===== config.mk =====
export PLATFORM = sky130hd
export DESIGN_NAME = spike_cmd_master
export DESIGN_NICKNAME = d
export VERILOG_FILES = /design/src/rtl/spike_cmd_master.sv
export SDC_FILE = /design/constraint.sdc
export NUM_CORES = 1
export LEC_CHECK = 0
export CAP_MARGIN = 15
export CORE_MARGIN = 2
export CORE_UTILIZATION = 40
export DETAILED_ROUTE_END_ITERATION = 6
export PLACE_DENSITY = 0.73
export SYNTH_ARGS = -nofsm -noshare
export SYNTH_HDL_FRONTEND = slang
export SYNTH_SLANG_ARGS = --single-unit
export TNS_END_PERCENT = 20

===== constraint.sdc =====
create_clock -name clk -period 3.12 [get_ports clk]
set_clock_uncertainty 0.05 [all_clocks]
set_input_delay 0.468 -clock clk [delete_from_list [all_inputs] [get_ports clk]]
set_output_delay 0.468 -clock clk [all_outputs]
set_load 0.03 [all_outputs]

===== src/rtl/spike_cmd_master.sv =====
// Initiator for the neuron command bus: forwards host commands and sequences
// simulation runs (tick cycles plus periodic input spike trains).
module spike_cmd_master #(
    parameter int unsigned ADDR_WIDTH   = 8,
    parameter int unsigned CMD_WIDTH    = 8,
    parameter int unsigned INT_WIDTH    = 8,
    parameter int unsigned INPUTS_COUNT = 2,
    parameter int unsigned TRAIN_WIDTH  = 16
) (
    input  logic                    clk,
    input  logic                    rst,
    input  logic                    req_valid,
    output logic                    req_ready,
    input  logic [ADDR_WIDTH-1:0]   req_addr,
    input  logic [CMD_WIDTH-1:0]    req_cmd,
    input  logic [2*INT_WIDTH-1:0]  req_arg,
    output logic [ADDR_WIDTH-1:0]   addr,
    output logic [CMD_WIDTH-1:0]    cmd,
    output logic [2*INT_WIDTH-1:0]  cmd_arg,
    output logic [INPUTS_COUNT-1:0] spike,
    output logic                    busy,
    output logic                    run_done,
    output logic [TRAIN_WIDTH-1:0]  tick_idx
);

    localparam int unsigned ARG_WIDTH = 2 * INT_WIDTH;

    localparam logic [CMD_WIDTH-1:0] CMD_NOP      = '1;
    localparam logic [CMD_WIDTH-1:0] CMD_RUN      = '0;
    localparam logic [CMD_WIDTH-1:0] CMD_SET_LEN  = CMD_NOP - CMD_WIDTH'(3);
    localparam logic [CMD_WIDTH-1:0] CMD_SET_FREQ = CMD_NOP - CMD_WIDTH'(4);

    typedef enum logic [1:0] {
        ST_IDLE,
        ST_RUN,
        ST_DONE
    } state_t;

    state_t                  state_q, state_d;
    logic [ADDR_WIDTH-1:0]   addr_d;
    logic [CMD_WIDTH-1:0]    cmd_d;
    logic [ARG_WIDTH-1:0]    cmd_arg_d;
    logic [INPUTS_COUNT-1:0] spike_d;
    logic                    busy_d;
    logic                    run_done_d;
    logic [TRAIN_WIDTH-1:0]  tick_idx_d;
    logic [TRAIN_WIDTH-1:0]  train_length, train_length_d;
    logic [TRAIN_WIDTH-1:0]  train_period, train_period_d;
    logic [INPUTS_COUNT-1:0] spike_mask, spike_mask_d;
    logic [TRAIN_WIDTH-1:0]  phase, phase_d;
    logic [TRAIN_WIDTH-1:0]  phase_next;
    logic                    accept;

    // Ready depends on state only so the host handshake has no comb loop
    assign req_ready = (state_q == ST_IDLE);
    assign accept    = req_valid && req_ready;

    // Next-state and next-output computation; bus idles at NOP by default
    always_comb begin
        state_d        = state_q;
        addr_d         = '1;
        cmd_d          = CMD_NOP;
        cmd_arg_d      = '0;
        spike_d        = '0;
        busy_d         = 1'b0;
        run_done_d     = 1'b0;
        tick_idx_d     = tick_idx;
        train_length_d = train_length;
        train_period_d = train_period;
        spike_mask_d   = spike_mask;
        phase_d        = phase;
        phase_next     = (phase == train_period - TRAIN_WIDTH'(1)) ? '0 : phase + TRAIN_WIDTH'(1);

        case (state_q)
            ST_IDLE: begin
                if (accept) begin
                    case (req_cmd)
                        CMD_RUN: begin
                            spike_mask_d = req_arg[INPUTS_COUNT-1:0];
                            busy_d       = 1'b1;
                            if (train_length == '0) begin
                                state_d    = ST_DONE;
                                run_done_d = 1'b1;
                            end else begin
                                state_d    = ST_RUN;
                                cmd_d      = '0;
                                tick_idx_d = '0;
                                phase_d    = '0;
                                spike_d    = req_arg[INPUTS_COUNT-1:0]
                                           & {INPUTS_COUNT{train_period != '0}};
                            end
                        end
                        CMD_SET_LEN:  train_length_d = TRAIN_WIDTH'(req_arg);
                        CMD_SET_FREQ: train_period_d = TRAIN_WIDTH'(req_arg);
                        CMD_NOP:      ;
                        default: begin
                            addr_d    = req_addr;
                            cmd_d     = req_cmd;
                            cmd_arg_d = req_arg;
                        end
                    endcase
                end
            end
            ST_RUN: begin
                busy_d = 1'b1;
                if (tick_idx == train_length - TRAIN_WIDTH'(1)) begin
                    state_d    = ST_DONE;
                    run_done_d = 1'b1;
                end else begin
                    cmd_d      = '0;
                    tick_idx_d = tick_idx + TRAIN_WIDTH'(1);
                    phase_d    = phase_next;
                    spike_d    = spike_mask
                               & {INPUTS_COUNT{(train_period != '0) && (phase_next == '0)}};
                end
            end
            ST_DONE: begin
                state_d = ST_IDLE;
            end
            default: begin
                state_d = ST_IDLE;
            end
        endcase
    end

    // State, registered bus outputs and train configuration
    always_ff @(posedge clk or posedge rst) begin
        if (rst) begin
            state_q      <= ST_IDLE;
            addr         <= '1;
            cmd          <= CMD_NOP;
            cmd_arg      <= '0;
            spike        <= '0;
            busy         <= 1'b0;
            run_done     <= 1'b0;
            tick_idx     <= '0;
            train_length <= TRAIN_WIDTH'(1);
            train_period <= TRAIN_WIDTH'(1);
            spike_mask   <= '0;
            phase        <= '0;
        end else begin
            state_q      <= state_d;
            addr         <= addr_d;
            cmd          <= cmd_d;
            cmd_arg      <= cmd_arg_d;
            spike        <= spike_d;
            busy         <= busy_d;
            run_done     <= run_done_d;
            tick_idx     <= tick_idx_d;
            train_length <= train_length_d;
            train_period <= train_period_d;
            spike_mask   <= spike_mask_d;
            phase        <= phase_d;
        end
    end

endmodule

==> results of run 1 <==
[synthesized netlist by cell type (all sizes together), types with 5 or more instances]
cell,count
nor4,16
xor2,21
ha,6
clkbuf,32
nor3,26
inv,17
a21oi,31
dfstp,18
nor3b,5
dfrtp,86
a31oi,15
xnor2,24
nand3,23
mux2,34
nor2,36
o22ai,8
buf,10
o211ai,9
nand2b,7
o21ai,16
nand4,10
mux2i,7
a31o,5
nor2b,7
or4,13
nand2,53
or3,15
and2,20
and3,10
[state kept, by name (all words and copies together) (netlist names)]
name,cells
phase,16
run_done,1
spike_mask,2
tick_idx,16
spike,2
busy,1
train_length,16
state_q,2
cmd,8
addr,8
cmd_arg,16
train_period,16
[layout make-up]
cell class	count	area, µm²	share of cell area (%)
Clock buffer	9	225	2.88
Clock inverter	7	87.6	1.12
Inverter	17	72.6	0.927
Multi-Input combinational cell	465	3220	41.1
Sequential cell	104	2630	33.5
Tap cell	184	230	2.94
Timing Repair Buffer	150	1370	17.5
[final timing paths]
| check | startpoint | endpoint | cells after the start |
|---|---|---|---|
| setup reg to reg | train_length[1]$_DFFE_PP0P_ | tick_idx[15]$_DFFE_PP0P_ | 10 |
| hold reg to reg | state_q[1]$_DFFE_PP0P_ | busy$_DFF_PP0_ | 1 |
| max in group asynchronous | rst | train_length[0]$_DFFE_PP1P_ | 3 |
| setup / recovery | train_length[1]$_DFFE_PP0P_ | tick_idx[15]$_DFFE_PP0P_ | 10 |
| min in group asynchronous | rst | train_period[7]$_DFFE_PP0P_ | 2 |
| hold / removal | state_q[1]$_DFFE_PP0P_ | busy$_DFF_PP0_ | 1 |
[repair_timing]
| action | CTS | global route |
|---|---|---|
| pin swaps | 4 | 2 |
| cloned | 0 | 0 |
| resized for setup | 7 | 19 |
| setup endpoints to repair | 34 | 43 |
[worst max-delay path: stages (launching register included)]
cell and delay (ns):
dfrtp_1 0.39, buf_4 0.15, or4_4 0.49, or4_1 0.53, o22ai_1 0.21, or4_4 0.17
a2111oi_4 0.04, a21o_4 0.26, buf_4 0.16, or3_1 0.34, a21oi_1 0.15
[power by group through the flow]
stage / registers (mW) / clock network (mW) / logic [mW]
3_3_place_gp: 1.81 / 0 / 1.48
2_1_floorplan: 1.74 / 0 / 1.09
5_1_grt: 1.83 / 1.27 / 1.73
3_5_place_dp: 1.82 / 0 / 1.52
4_1_cts: 1.80 / 1.22 / 1.54
6_report: 1.80 / 1.19 / 1.59
[per-stage QoR]
| stage | hold WS, ns | cell area (µm²) | TNS [ns] | setup slack (ns) |
|---|---|---|---|---|
| floorplan | 0.390 | 6010 | -0.0460 | -0.0291 |
| global placement | 0.413 | 7420 | -0.218 | -0.110 |
| detailed placement | 0.431 | 7420 | -1.75 | -0.136 |
| CTS | 0.444 | 7760 | -0.0151 | -0.00807 |
| global route | 0.472 | 7830 | -0.111 | -0.0568 |
| finish | 0.445 | 7830 | 0 | 0.0978 |
[routing by layer]
metal	vias to the layer above	global-route usage, %	routed length (µm)
li1	2519	-	-
met1	2638	29.8	7870
met2	183	33.0	7720
met3	20	4.13	872
met4	0	6.53	284
met5	-	0	0
[kinds of logic after synthesis]
family / share of synthesized area [%]
XOR/XNOR: 6.56
multiplexers: 7.54
adder cells (fa/ha/maj): 1.25
AO/OA/AOI/OAI: 12.9
flip-flops: 43.7
buffers and inverters: 4.27
AND/OR/NAND/NOR: 23.8
==> out/metrics.cfg, run 1 <==
[run_status]
run_status = completed

[synthesis]
yosys.area.top_type_share_pct = 35.8
synth_fp_nets = 669
yosysSeqAreaShare_pct = 43.7
yosysTopAreaCell = dfrtp_1
yosys_warnings = 0
ys_ff_latch = 104
synth_cell_types = 65
synth_edf_count = 0
synth_area_per_cell_um2 = 9.57
synth_cells = 628
synth_area_leaders = dfrtp_1 36%, dfstp_2 7.9%, mux2_2 6.4%
synth_ff_type = dfrtp_1
async_reset_ff_share_pct = 100
netlist_area_um2 = 6010

[global_route]
grt_pass1_vias = 5152
overflow = 0
grt_usage_pct = 21.1
grt_pass1_wl_um = 27100
grt_start_max_net_pins = 42
antenna_found_initial = 0

[cts]
cts-root-buf = clkbuf_16
cts_tree = built
cts_max_path_buffers = 2
clkSlewWorstSetupHoldPaths_ns = 0.07
numClockSinks = 104
cts_setup_buffers = 0
clock_latency_ns = 0.36
holdBufCountCts = 0
htreeDepth = 3
cts_made_buffers = 9

[die]
start_util_pct = 41.2
core_area_um2 = 14600
die_area_um2 = 16000
die_w_um = 127
die_y_um = 127
io-pin-count = 88
rows = 44

[route]
drt_iter0_drc = 401
viasPerCell = 5.73
wire_per_inst_um = 17.9
routed_wl_um = 16700
postRouteAntennaNets = 0
dr.pass1.iters = 5
via_count = 5360
drc = 0

[power_and_ir_drop]
p_clk_share_pct = 26.0
power.density_nw_per_um2 = 585
seq_power_share_pct = 39.4
p_int_mw = 2.90
swShare_pct = 36.7
power_mw = 4.58
combPwrFrac_pct = 34.6
p_leak_nw = 3.45
ir_worst_vdd_uv = 396
p_switching_mw = 1.68

[setup_path]
worstSetupPathType = reg2reg
cp_max_fo = 6
end_kind = register
worst_setup_path_start_kind = register
cp.arrival_ns = 3.25
reg2reg_slack_ns = 0.1
cp_data_required_time_ns = 3.35

[final_layout]
synthToLayoutAreaGrowth_pct = 30.3
mostFrequentLayoutCell = clkdlybuf4s50_1
drive_gt1_share_pct = 22.1
final_cells = 936
finish.net_count = 788
mostFrequentLayoutCells = 87 x clkdlybuf4s50_1, 86 x dfrtp_1, 60 x buf_4
post-route-util_pct = 53.7
diodes = 0
nFillCells = 1274

[timing]
setup_viol = 0
period_minus_slack_ns = 3.02
grt_setup_unrepaired = true
fmax_ghz = 0.331
worst_pin_slew_ns = 1.06
hold_viol = 0
finalCritPeriodShare_pct = 96.9
drv_slew = 0
relSlewSlack_pct = 29.3

[placed_design]
globalplace.congestion = 0.868
dp_hpwl_um = 12400
dp.cells = 920
port_buffers = 87

[run]
maxCapViolCount = 0

[worst_hold_path]
hold_class = reg2reg

No activity file was read; power rests on OpenSTA's default activity.
==> run 2, diff against run 1 <==
--- a/config.mk
+++ b/config.mk
@@ -8,6 +8,7 @@
 export CAP_MARGIN = 15
 export CORE_MARGIN = 2
 export CORE_UTILIZATION = 40
+export CTS_CLUSTER_SIZE = 30
 export DETAILED_ROUTE_END_ITERATION = 6
 export PLACE_DENSITY = 0.73
 export SYNTH_ARGS = -nofsm -noshare
==> results of run 2 <==
The final DEF is identical to that of run 1; final timing and power are the same.
